--- src/rtl/board_ctrl.sv ---
// board_ctrl -- move entry and board state for the score-4 game.
// Keeps the column cursor and the 6x7 board. It drops the current player's
// token into the lowest free cell of the selected column and toggles the turn.
// Play freezes in OVER when the downstream checker reports a win or a full board.
//
// Ports:
//   clk, rst            system clock; synchronous active-high reset
//   left, right, put    single-cycle button pulses
//   win_a, win_b        checker: four in a row for A / B (sampled in SETTLE only)
//   full_panel          checker: every cell occupied (sampled in SETTLE only)
//   panel               board, panel[row][col]; 00 empty, 01 A, 10 B; row 0 = bottom
//   play                one-hot cursor column
//   turn                0 = A to move, 1 = B to move
//   invalid             registered pulse: put rejected because the column is full
//   busy                high in FALL and SETTLE
//   game_over           high in OVER
//
// Optional feature: define DROP_ANIM_EN to animate the falling token. The token
// steps down one row every FALL_TICKS cycles. Without the macro the token is
// written in a single FALL cycle and FALL_TICKS is unused.
module board_ctrl #(
   parameter int unsigned FALL_TICKS = 12_500_000
) (
   input  logic                  clk,
   input  logic                  rst,
   input  logic                  left,
   input  logic                  right,
   input  logic                  put,
   input  logic                  win_a,
   input  logic                  win_b,
   input  logic                  full_panel,
   output logic [5:0][6:0][1:0]  panel,
   output logic [6:0]            play,
   output logic                  turn,
   output logic                  invalid,
   output logic                  busy,
   output logic                  game_over
);
   typedef enum logic [1:0] {IDLE, FALL, SETTLE, OVER} state_t;

   state_t     state, state_n;
   logic [2:0] col;
   logic [2:0] tgt_row;
   logic [2:0] scan_row;
   logic       col_full;
   logic       accept;
   logic       reject;
   logic       land;
   logic [1:0] token;

`ifdef DROP_ANIM_EN
   localparam int unsigned TICK_W = (FALL_TICKS > 1) ? $clog2(FALL_TICKS) : 1;
   logic [TICK_W-1:0] tick;
   logic [2:0]        anim_row;
   logic [2:0]        fall_row;
`endif

   assign token     = {turn, ~turn};
   assign play      = 7'b0000001 << col;
   assign busy      = (state == FALL) || (state == SETTLE);
   assign game_over = (state == OVER);
   assign col_full  = (panel[5][col] != 2'b00);

   // Scan from the top row down, so the last hit is the lowest empty row.
   always_comb begin
      tgt_row  = 3'd5;
      scan_row = 3'd5;
      for (int unsigned i = 0; i < 6; i++) begin
         scan_row = 3'(5 - i);
         if (panel[scan_row][col] == 2'b00) tgt_row = scan_row;
      end
   end

   always_comb begin
      state_n = state;
      accept  = 1'b0;
      reject  = 1'b0;
      land    = 1'b0;
      case (state)
         IDLE: begin
            if (put) begin
               if (col_full) begin
                  reject = 1'b1;
               end else begin
                  accept  = 1'b1;
                  state_n = FALL;
               end
            end
         end
         FALL: begin
`ifdef DROP_ANIM_EN
            if (anim_row == fall_row) begin
               land    = 1'b1;
               state_n = SETTLE;
            end
`else
            land    = 1'b1;
            state_n = SETTLE;
`endif
         end
         SETTLE: state_n = (win_a || win_b || full_panel) ? OVER : IDLE;
         OVER:   if (put) state_n = IDLE;
         default: state_n = IDLE;
      endcase
   end

   always_ff @(posedge clk) begin
      if (rst) state <= IDLE;
      else     state <= state_n;
   end

   always_ff @(posedge clk) begin
      if (rst) begin
         panel   <= '0;
         col     <= 3'd3;
         turn    <= 1'b0;
         invalid <= 1'b0;
`ifdef DROP_ANIM_EN
         tick     <= '0;
         anim_row <= 3'd5;
         fall_row <= 3'd5;
`endif
      end else begin
         invalid <= reject;
         case (state)
            IDLE: begin
               if (accept) begin
`ifdef DROP_ANIM_EN
                  // Target row is latched here because the board changes
                  // under the token while it falls.
                  tick     <= '0;
                  anim_row <= 3'd5;
                  fall_row <= tgt_row;
                  if (tgt_row != 3'd5) panel[5][col] <= token;
`endif
               end else if (!put && (left ^ right)) begin
                  if (left) col <= (col == 3'd0) ? 3'd6 : col - 3'd1;
                  else      col <= (col == 3'd6) ? 3'd0 : col + 3'd1;
               end
            end
            FALL: begin
`ifdef DROP_ANIM_EN
               if (land) begin
                  panel[fall_row][col] <= token;
                  turn                 <= ~turn;
               end else if (tick == TICK_W'(FALL_TICKS - 1)) begin
                  panel[anim_row][col]         <= 2'b00;
                  panel[anim_row - 3'd1][col]  <= token;
                  anim_row                     <= anim_row - 3'd1;
                  tick                         <= '0;
               end else begin
                  tick <= tick + 1'b1;
               end
`else
               if (land) begin
                  panel[tgt_row][col] <= token;
                  turn                <= ~turn;
               end
`endif
            end
            OVER: begin
               if (put) begin
                  panel <= '0;
                  turn  <= 1'b0;
                  col   <= 3'd3;
               end
            end
            default: ;
         endcase
      end
   end
endmodule

--- config.mk ---
export PLATFORM = sky130hd
export DESIGN_NAME = board_ctrl
export DESIGN_NICKNAME = d
export VERILOG_FILES = /design/src/rtl/board_ctrl.sv
export SDC_FILE = /design/constraint.sdc
export NUM_CORES = 1
export LEC_CHECK = 0
export ABC_AREA = 1
export BUFFER_PORTS_ARGS = -buffer_cell sky130_fd_sc_hd__buf_4
export CAP_MARGIN = 20
export CORE_ASPECT_RATIO = 2
export CORE_MARGIN = 2
export CORE_UTILIZATION = 41
export CTS_CLUSTER_SIZE = 28
export DETAILED_ROUTE_END_ITERATION = 12
export GPL_ROUTABILITY_DRIVEN = 0
export GPL_TIMING_DRIVEN = 0
export MAX_ROUTING_LAYER = met4
export SYNTH_ARGS = -nofsm -noshare
export SYNTH_HDL_FRONTEND = slang
export SYNTH_SLANG_ARGS = --single-unit
export TNS_END_PERCENT = 20
--- constraint.sdc ---
create_clock -name clk -period 2.3 [get_ports clk]
set_input_delay 0.23 -clock clk [delete_from_list [all_inputs] [get_ports clk]]
set_output_delay 0.23 -clock clk [all_outputs]
set_load 0.01 [all_outputs]
==> run metrics <==
Seq/Total Area, Yosys 0.358; PD cells approximately 800 nW/um^2; Max stage delay cell, worst path dfxtp_2; total power 5.35 mW; Post-Syn Instances about 800; Crit. Startpoint col[1]$_SDFFE_PP1P_; FF/Latch Area between 1500 and 2000 um^2; core area between 10000 and 15000 um^2; Layout Nets between 900 and 1000; Crit path arrival time between 2 and 3 ns; top post-synthesis cells by area dfxtp_1 (36%), nand2_1 (21%), a21oi_1 (8.7%); initial antenna violation count 0; Max FO, Critical Path 10; layout cells sized above 1 0.234; Worst Path Buf+Inv 3; max cap viols 0; Starting Density 0.420; RSZ-0062 raised after global routing yes; TritonRoute pass-1 iters 5; multi-input logic area ~2900 um^2; Yosys cell types 31; hold_sp full_panel; maximum clock frequency 445 MHz; crit share post-route 0.978; Compound-Gate Fraction of Synth Area 0.147; vias in the first global route roughly 5500; Synth Area in Adders 0.0270; Mapped Avg Cell Area between 6 and 7 um^2; fin util 0.545; Synth Flop Type dfxtp_1; Setup TNS Final 0 ns; CP Cell Sequence buf_8 -> inv_6 -> nor2_4 -> nand3_1 -> nand2_2 -> nor2_1 -> nand2_1 -> nand2_2 -> nor2_4 -> nand2_4 -> nor2_4 -> buf_4 -> nand3_1 -> a21oi_1; I/O Buffers between 100 and 150; simple-gate area share of the yosys netlist 0.385; CTS Buf Count 9; Worst R2R Setup Slack ~0.05 ns; CTS Sinks 91; Hold Crit Depth 3; row count 57; Setup CP Type flop to flop; Max Slew Vio Count 0; Layout Skew just under 0.01 ns; slew margin rel. 0.564; Area Overhead vs Synth 29.8%; die area ~13000 um^2; Worst-Skew Late Latency 0.35 ns; ys async rst share 0; total track usage 0.283; post-DR wirelength/cell about 18 um; clk slew on worst S/H paths approximately 0.07 ns; setup violators final 0; Filler cells 1238; HP Class primary input to flop; Final Hold Viols 0; drt first-iter violations 281; Die Ht roughly 160 um; TritonCTS clock tree built; CTS H-tree lvls 3; I/O pin total 103; largest net degree at the start of global routing 16; Longest Clk Path Bufs 2; Hold Slack 0.241 ns; Detailed Route WL roughly 19 mm; Critical Path RT about 2.6 ns; Final Critical Period 2.25 ns; reg2reg start col[1]$_SDFFE_PP1P_; clk root buf clkbuf_16; XOR/XNOR Fraction of Synth Area 0; outcome completed; first-pass GRT wire length ~29 mm; Via density ~5.4; post-synthesis mux area share 0; total grt overflow 0; most frequent CP cell nor2_4; Max stage delay on crit path around 0.36 ns; largest family of logic cells by synthesized area simple AND/OR/NAND/NOR gates; Post-synth EDFFs 0; DPL Wire Length around 14 mm; Yosys reg bits 91; Synthesis Warnings 0; Synth area leader dfxtp_1; Pleak 2.90 nW; # DRC 0; Hold Buf Count CTS 0; crit end category flop; Worst R2R End panel[79]$_SDFFE_PP0P_; DR vias about 5800; Routed Antenna Nets 0; chip width ~83 um; CP Launch Type flop; measured slew at the worst slew-check pin 0.654 ns; dominant delay contributor by cell family on the critical path simple AND/OR/NAND/NOR gates; R2R depth 14; Syn Nets approximately 800; Antenna Cells 0; Worst Hold Endpoint state[0]$_SDFFE_PP0P_; Post-Syn Area slightly above 5000 um^2; Yosys top cell area share 0.358; Worst VDD drop around 510 uV
## area by class of cell
cell class,instances,area share
Inverter,52,0.0307
Timing Repair Buffer,118,0.134
Clock inverter,5,0.00927
Clock buffer,11,0.0367
Sequential cell,91,0.276
Multi-Input combinational cell,598,0.443
Buffer,42,0.0418
Tap cell,147,0.0278
## synthesized netlist by cell type (11+ instances only)
master,instances
o21ai_0,28
o21ai_1,16
dfxtp_1,91
nor2_1,64
ha_1,11
a21oi_1,89
nand2_1,280
nand4_1,16
nand3_1,50
clkbuf_1,23
inv_1,47
## metrics by stage
step	std cells	area [um^2]	setup WS [ns]
detailed placement	1031	6040	-0.239
global route	1064	6610	-0.0359
CTS	1058	6460	0.0167
global placement	1031	6040	-0.268
finish	1064	6610	0.0515
floorplan	783	5090	0.376
## report_power, final
group          switching (mW)  internal (mW)
combinational            1.48          0.635
clock                   0.656          0.877
sequential             0.0690           1.63
total                    2.21           3.14
## worst register-to-register path: cells and delay by family (launching register included)
kind / cells / cell delay (ns)
AOI/OAI and AO/OA: 1 / 0.15
buffers and inverters: 3 / 0.42
DFF: 1 / 0.36
and+or+nand+nor: 10 / 1.25
## worst max path at each step
stage	endpoint	depth (start not counted)
final	panel[79]$_SDFFE_PP0P_	14
after global routing	panel[77]$_SDFFE_PP0P_	15
after CTS	panel[81]$_SDFFE_PP0P_	14
after detailed placement	panel[38]$_SDFFE_PP0P_	7
after global placement	panel[60]$_SDFFE_PP0P_	7
after floorplan	panel[56]$_SDFFE_PP0P_	16
## cells by family after synthesis
kind of cell	Yosys count
compound gates	144
fa+ha+maj	11
simple gates	443
buf+inv	94
flops	91
## flip-flops by register name, indices dropped and copies added (netlist names)
signal and flops:
turn 1, state 2, col 3, panel 84, invalid 1
## layout by cell type, fill, tap and decap left out, types with 9 or more instances in the layout
cell type  count
inv_1         47
a21oi_1       87
nand4_1       16
clkbuf_16      9
clkbuf_1      13
ha_1          10
nand2_1      278
nor2_1        53
o21ai_0       25
clkbuf_2      11
dfxtp_1       88
o21ai_1       19
nor2_2        11
buf_4        122
nand3_1       49
## layer usage
metal,wire [um],track usage,part of all wire
met5,0,-,0
met4,1010,0.151,0.053
met3,1090,0.0511,0.058
met2,10300,0.525,0.54
met1,6550,0.274,0.34
## what timing repair did
action                                 in CTS  in global routing
resized for setup                          22                 35
pin swaps                                   7                  7
setup buffers                              11                  5
endpoints found under the hold margin       0                  0
setup endpoints to repair                  85                 82
gates cloned                                0                  1
(Power assumes the default switching activity.)
